File: config.mk
export PLATFORM = sky130hd
export DESIGN_NAME = wb4_sram
export DESIGN_NICKNAME = d
export VERILOG_FILES = /design/src/rtl/wb4_sram_pkg.sv /design/src/rtl/wb4_sram.sv
export SDC_FILE = /design/constraint.sdc
export NUM_CORES = 1
export LEC_CHECK = 0
export ABC_CLOCK_PERIOD_IN_PS = 2100
export CORE_MARGIN = 2
export CORE_UTILIZATION = 40
export CTS_CLUSTER_DIAMETER = 150
export DETAILED_ROUTE_END_ITERATION = 8
export PLACE_DENSITY_LB_ADDON = 0.25
export SETUP_SLACK_MARGIN = 0.2
export SYNTH_ARGS = -nofsm -noshare
export SYNTH_HDL_FRONTEND = slang
export SYNTH_SLANG_ARGS = --single-unit
File: constraint.sdc
create_clock -name clk_i -period 2.1 [get_ports clk_i]
set_clock_uncertainty 0.15 [all_clocks]
set_input_delay 0.42 -clock clk_i [delete_from_list [all_inputs] [get_ports clk_i]]
set_output_delay 0.42 -clock clk_i [all_outputs]
set_load 0.03 [all_outputs]
File: src/rtl/wb4_sram_pkg.sv
// wb4_sram_pkg: shared types and helpers for the Wishbone B4 SRAM slave.
//   state_t    - controller states (IDLE / ACCESS / RECOV)
//   cnt_width  - wait-state counter width, never less than 1 bit
package wb4_sram_pkg;

    typedef enum logic [1:0] {
        ST_IDLE   = 2'd0,
        ST_ACCESS = 2'd1,
        ST_RECOV  = 2'd2
    } state_t;

    function automatic int cnt_width(input int rd_wait, input int wr_wait);
        int m;
        m = (rd_wait > wr_wait) ? rd_wait : wr_wait;
        return (m < 1) ? 1 : $clog2(m + 1);
    endfunction

endpackage

File: src/rtl/wb4_sram.sv
// wb4_sram: Wishbone B4 pipelined slave driving an asynchronous SRAM.
// One request at a time: accept, wait-stated SRAM access, one-cycle ack,
// then a recovery cycle that provides write hold time / bus turnaround.
//
// Ports
//   clk_i, rst_i            clock, synchronous active-high reset
//   wb4_cyc_i/stb_i/we_i    Wishbone request qualifiers
//   wb4_addr_i              byte address
//   wb4_data_i/sel_i        write data and byte lanes
//   wb4_stall_o             combinational, high whenever not IDLE
//   wb4_ack_o/data_o        registered completion and read data
//   sram_addr_o             word address
//   sram_dq_i/o, dq_oe_o    split bidirectional data bus
//   sram_ce/oe/we_n_o       active-low strobes
//   sram_be_n_o             active-low byte enables
//
// state  | meaning
// -------+---------------------------------------------------------
// IDLE   | waiting for cyc&&stb; stall low
// ACCESS | SRAM strobes active, wait-state counter running to 0
// RECOV  | strobes released, ack (unless aborted), write data held
module wb4_sram
    import wb4_sram_pkg::*;
#(
    parameter int ARCHBITSZ     = 16,
    parameter int SRAMADDRBITSZ = 18,
    parameter int RDWAIT        = 2,
    parameter int WRWAIT        = 2
) (
    input  logic                     clk_i,
    input  logic                     rst_i,
    input  logic                     wb4_cyc_i,
    input  logic                     wb4_stb_i,
    input  logic                     wb4_we_i,
    input  logic [ARCHBITSZ-1:0]     wb4_addr_i,
    input  logic [ARCHBITSZ-1:0]     wb4_data_i,
    input  logic [ARCHBITSZ/8-1:0]   wb4_sel_i,
    output logic                     wb4_stall_o,
    output logic                     wb4_ack_o,
    output logic [ARCHBITSZ-1:0]     wb4_data_o,
    output logic [SRAMADDRBITSZ-1:0] sram_addr_o,
    input  logic [ARCHBITSZ-1:0]     sram_dq_i,
    output logic [ARCHBITSZ-1:0]     sram_dq_o,
    output logic                     sram_dq_oe_o,
    output logic                     sram_ce_n_o,
    output logic                     sram_oe_n_o,
    output logic                     sram_we_n_o,
    output logic [ARCHBITSZ/8-1:0]   sram_be_n_o
);

    localparam int BYTES = ARCHBITSZ / 8;
    localparam int OFS   = $clog2(BYTES);
    localparam int CNTW  = cnt_width(RDWAIT, WRWAIT);
    // Byte address is zero-extended so the word slice is legal even when
    // the SRAM address is wider than the bus.
    localparam int AEXTW = ARCHBITSZ + SRAMADDRBITSZ + OFS;

    localparam logic [CNTW-1:0] RD_LOAD = CNTW'(RDWAIT);
    localparam logic [CNTW-1:0] WR_LOAD = CNTW'(WRWAIT);

    state_t          state;
    logic [CNTW-1:0] cnt;
    logic            we_q;
    logic            aborted;

    logic [AEXTW-1:0] addr_ext;
    logic             unused_addr;

    assign addr_ext    = AEXTW'(wb4_addr_i);
    assign unused_addr = ^{addr_ext[AEXTW-1:OFS+SRAMADDRBITSZ], addr_ext[OFS-1:0]};

    assign wb4_stall_o = (state != ST_IDLE);

    always_ff @(posedge clk_i) begin
        if (rst_i) begin
            state        <= ST_IDLE;
            cnt          <= '0;
            we_q         <= 1'b0;
            aborted      <= 1'b0;
            wb4_ack_o    <= 1'b0;
            wb4_data_o   <= '0;
            sram_addr_o  <= '0;
            sram_dq_o    <= '0;
            sram_dq_oe_o <= 1'b0;
            sram_ce_n_o  <= 1'b1;
            sram_oe_n_o  <= 1'b1;
            sram_we_n_o  <= 1'b1;
            sram_be_n_o  <= '1;
        end else begin
            case (state)
                ST_IDLE: begin
                    if (wb4_cyc_i && wb4_stb_i) begin
                        we_q         <= wb4_we_i;
                        aborted      <= 1'b0;
                        cnt          <= wb4_we_i ? WR_LOAD : RD_LOAD;
                        sram_addr_o  <= addr_ext[OFS +: SRAMADDRBITSZ];
                        sram_dq_o    <= wb4_data_i;
                        sram_be_n_o  <= ~wb4_sel_i;
                        sram_ce_n_o  <= 1'b0;
                        sram_oe_n_o  <= wb4_we_i;
                        sram_we_n_o  <= ~wb4_we_i;
                        sram_dq_oe_o <= wb4_we_i;
                        state        <= ST_ACCESS;
                    end
                end
                ST_ACCESS: begin
                    // A dropped cyc only suppresses the ack; the SRAM cycle
                    // keeps its full length so strobes are never truncated.
                    if (!wb4_cyc_i) begin
                        aborted <= 1'b1;
                    end
                    if (cnt == '0) begin
                        sram_ce_n_o <= 1'b1;
                        sram_oe_n_o <= 1'b1;
                        sram_we_n_o <= 1'b1;
                        wb4_ack_o   <= wb4_cyc_i && !aborted;
                        if (!we_q) begin
                            wb4_data_o <= sram_dq_i;
                        end
                        state <= ST_RECOV;
                    end else begin
                        cnt <= cnt - CNTW'(1);
                    end
                end
                ST_RECOV: begin
                    wb4_ack_o    <= 1'b0;
                    sram_dq_oe_o <= 1'b0;
                    aborted      <= 1'b0;
                    state        <= ST_IDLE;
                end
                default: begin
                    state <= ST_IDLE;
                end
            endcase
        end
    end

endmodule

**Word level (Yosys, flattened, before mapping)**

Cells that the tools add are included.

- Add/subtract/negate cells: 1
- Eq/ne operators: 6
- Divide/modulo/power cells: 0
- Multiplexer cells: 18
- Reduce and logical (&&, ||, !) cells: 18
- Multipliers: 0
- Order comparisons: 0
- Bitwise logic cells: 3
- Shift-type cells: 0

Operators by type and width:

| kind | count |
|---|---|
| 3-bit AND reduction | 4 |
| 1-bit case mux with 2 select lines | 5 |
| 2-bit 2-to-1 mux | 4 |
| 2-bit != test, second input constant | 4 |
| 2-bit case mux with 2 select lines | 2 |
| 2-bit AND reduction | 4 |
| 2-bit nonzero test | 4 |
| 1-bit 2-to-1 mux | 6 |
| 2-bit zero test | 2 |
| 1-bit case mux with 3 select lines | 1 |
| 3-bit nonzero test | 1 |
| 2-bit by 1-bit == test with 1-bit output, second input constant | 1 |
| 2-bit == test, second input constant | 1 |
| 1-bit logical AND | 2 |
| 1-bit inverter | 2 |
| 2-bit inverter | 1 |
| 2-bit by 1-bit subtractor with 2-bit output, second input constant | 1 |
| 1-bit zero test | 1 |

- Input port bits: 55
- Output and inout port bits: 58
- Word-level logic and storage cells: 59
- Bits in read-only memories: 0
- Latch bits: 0
- Bits in writable memories: 0
- Memories kept: 0
- Register bits after elaboration: 60

**Longest topological paths before layout**

- Depth after elaboration: 4
- Gate-level depth with buffers: 7
- Depth with buffers taken out: 5

**Worst setup path before layout**

OpenSTA, ideal clock, no wires.

- Kind: reg-to-reg
- From: reg cnt[0]
- To: reg cnt[0]
- Buffers on the path: 0
- Library setup time: 0.117 ns
- Path slack: 0.581 ns
- Arrival time: 1.252 ns
- Cell stages (with the launch flop): 6
- Cells stage by stage: dfxtp_1 inv_1 ha_1 nor3b_1 nor2_1 a22o_1

- Longest elaborated chain between the ends: 3
- Elaborated cells between the ends (all ways): 6
- Those cells by class: 1 x add/sub; 1 x eq/ne; 2 x mux; 2 x reduce/logical

Ends and longest elaborated chain:

| element | line | text |
|---|---|---|
| start, declared | wb4_sram.sv:62 | `logic [CNTW-1:0] cnt;` |
| start signal, assigned | wb4_sram.sv:95 | `cnt <= wb4_we_i ? WR_LOAD : RD_LOAD;` |
| start signal, assigned | wb4_sram.sv:122 | `cnt <= cnt - CNTW'(1);` |
| 2-bit by 1-bit subtractor with 2-bit output / 2-bit zero test (equally long branches) | wb4_sram.sv:122, wb4_sram.sv:112 |  |
| 2-bit 2-to-1 mux / 2-bit != test (equally long branches) | -- |  |
| 2-bit case mux with 2 select lines / 3-bit AND reduction (equally long branches) | -- |  |

Parallel ways exist; a longest one is shown, timed or not. The select of a mux whose other input is x is not followed.
A chain may end at the register's enable or synchronous reset.

**Final worst setup path**

- From: reg state[0]
- To: out wb4_stall_o

- Longest elaborated chain between the ends: 1

Ends and longest elaborated chain:

| element | line | text |
|---|---|---|
| start, declared | wb4_sram.sv:61 | `state_t state;` |
| start signal, assigned | wb4_sram.sv:76 | `state <= ST_IDLE;` |
| start signal, assigned | wb4_sram.sv:103 | `state <= ST_ACCESS;` |
| start signal, assigned | wb4_sram.sv:120 | `state <= ST_RECOV;` |
| 2-bit nonzero test | wb4_sram.sv:72 | `assign wb4_stall_o = (state != ST_IDLE);` |
| end, declared | wb4_sram.sv:38 | `output logic wb4_stall_o,` |

No other way between the ends.

==> impl_metrics.toml <==
[outcome]
outcome = "completed"

[synth]
synth-seq-area-share = 0.5200
synth_edf_count = 0
yosysTopAreaCell = "dfxtp_1"
ys_ff_latch = 60
yosys-top-cells-area = "dfxtp_1 (52%), nand2_1 (14%), a21oi_1 (9.1%)"
synthXorXnorAreaFrac = 0
synth_cell_types = 28
yosysMostFrequentCell = "nand2_1"
muxShareOfSynthArea = 0
synth-main-ff-cell = "dfxtp_1"
syn_area_um2 = 2310
synth_top_family_by_area = "simple AND/OR/NAND/NOR gates"
yosys.area_share.simple = 0.2319
synthArstFlopShare = 0
synth-compound-area-share = 0.1647
synthAdderAreaFrac = 0.005417
yosysWarnings = 0
postSynthCellCount = 271
synth.top_cell.area_share = 0.5200
syn_area_per_cell_um2 = 8.523
synth_common_cells = "nand2_1 (89), dfxtp_1 (60), a21oi_1 (42)"

[drt]
drc = 0
via_count = 2138
wl_mm = 5.540
detail-route-antenna-nets = 0
vias_per_cell = 4.678
drt_iter0_drc = 36
wl_per_cell_um = 12.12
dr.pass1.iters = 4

[floorplanning]
dieArea_um2 = 6398
start_util = 0.4169
fp.dieW_um = 79.99
num_rows = 27
core_um2 = 5540
ios = 113
die_h_um = 79.99

[clock_tree]
clk_pin_slew_ns = 0.07
clk_path_buf_depth = 2
clk_latency_ns = 0.32
hold_buffers = 0
postCtsSetupBuffers = 0
htreeDepth = 3
numClockSinks = 60
cts_tree = "built"
cts-root-buf = "clkbuf_8"
cts_buffers = 9

[placed_design]
io_buffers = 108
dp_hpwl_mm = 4.016
globalplace.congestion = 0.7053
dpl_worst_slack_ns = 0.03895
place_area_um2 = 3442

[worst_hold_path]
hold_path.class = "reg2reg"

[power_and_ir_drop]
ir_drop_v = 0.0003996
combPwrFrac = 0.166
switching_share = 0.2488
p_leak_uw = 0.001737
power_density_nw_per_um2 = 767.9
seq_power_share = 0.434
pwr-share-clk = 0.400
netSwitchingPower_uw = 696.9
internal-power_uw = 2104

[sta]
slew_violations = 0
period_share = 0.8306
max_freq_mhz = 573.3
hold_viol_final = 0
timing.final.crit_period_ns = 1.744
setup_violations = 0
grt_setup_unrepaired = "false"
fin_setup_tns_ns = 0
setup_ws_ns = 0.3557

[global_routing]
grt_pass1_vias = 2009
gr-total-overflow = 0
grt_max_degree = 34
antenna_found_initial = 0
grt_use_total = 0.1757
grt_pass1_wl_mm = 8.887

[setup_path]
endpoint_kind = "output pin"
cp-start-kind = "register"
critical_path_required_ns = 1.53
worst-setup-path-type = "reg2out"
crit_fanout = 2
cp.arrival_ns = 1.17

[cells_and_area]
nets = 436
multi_input_area_um2 = 944.7
fillers = 500
seqCellArea_um2 = 1201
layout-drive-gt1-share = 0.1325
n_antenna_cell = 0
syn_to_final_growth_pct = 57.91
final_cell_area_um2 = 3647

[flow_run]
max-cap-violations = 0
[layer usage]
metal,routed length [um],track usage
met1,2415,0.2125
met2,2475,0.2842
met3,606,0.06787
met4,42,0.06102
met5,0,0
[path summary, 6_finish.rpt]
kind / slack, ns / cells past startpoint / start / endpoint
hold reg to reg: 0.30 / 2 / wb4_data_o[1] / wb4_data_o[1]
setup / recovery: 0.36 / 3 / state[0] / wb4_stall_o
hold / removal: 0.30 / 2 / wb4_data_o[1] / wb4_data_o[1]
setup reg to reg: 0.43 / 5 / cnt[0] / cnt[0]
[placed cells by master (no fill, tap or decap), drive strengths merged, types with 3 or more instances in the layout]
cell,count
dlygate4sd2,40
a211o,3
conb,3
nor2,11
nand2,99
clkdlybuf4s50,52
buf,13
dlymetal6s2s,15
a21oi,52
clkbuf,12
inv,4
dfxtp,60
[power by group through the flow]
stage          Combinational, uW  Clock, uW  Sequential [uW]
2_1_floorplan                171          0             1340
3_5_place_dp                 497          0             1240
3_3_place_gp                 494          0             1240
4_1_cts                      473       1150             1220
6_report                     466       1120             1220
5_1_grt                      504       1210             1220
[timing repair]
item	4_1_cts	5_1_grt
endpoints found under the hold margin	0	0
setup endpoints to repair	40	15
gates resized for setup	40	15
[stage by stage]
| step | hold slack (ns) | utilization | instances | power (uW) |
|---|---|---|---|---|
| final | 0.2999 | 0.6583 | 457 | 2801 |
| after global routing | 0.3183 | 0.6583 | 457 | 2935 |
| after CTS | 0.3051 | 0.6515 | 457 | 2839 |
| after detailed placement | 0.2966 | 0.6213 | 441 | 1741 |
| after global placement | 0.2910 | 0.6213 | 441 | 1735 |
| after floorplan | 0.2905 | - | 273 | 1510 |
[cell families after synthesis]
logic type                 after synthesis
AOI/OAI and AO/OA                       62
other                                    1
adders and majority gates                1
buffers and inverters                   28
DFF                                     60
and+or+nand+nor                        119
[sequential cells by signal, indices dropped and copies added, names as in the netlist]
register and count:
sram_dq_o 16, wb4_data_o 16, sram_addr_o 15, cnt 2, sram_be_n_o 2, state 2, aborted 1, sram_ce_n_o 1
sram_dq_oe_o 1, sram_oe_n_o 1, sram_we_n_o 1, wb4_ack_o 1, we_q 1
[critical path, cell delays in order, from the launching register on]
cell,delay [ns]
dfxtp_1,0.31
nor2_1,0.14
inv_1,0.05
dlygate4sd2_1,0.35
[area by class of cell]
cell class,instances,area share
clock buffer,12,0.03979
clock inverter,4,0.01990
inverter,4,0.004117
multi-input combinational,185,0.2590
sequential,60,0.3293
tap,72,0.02470
timing repair buffer,120,0.3232
Power figures use the tool's default switching activity.
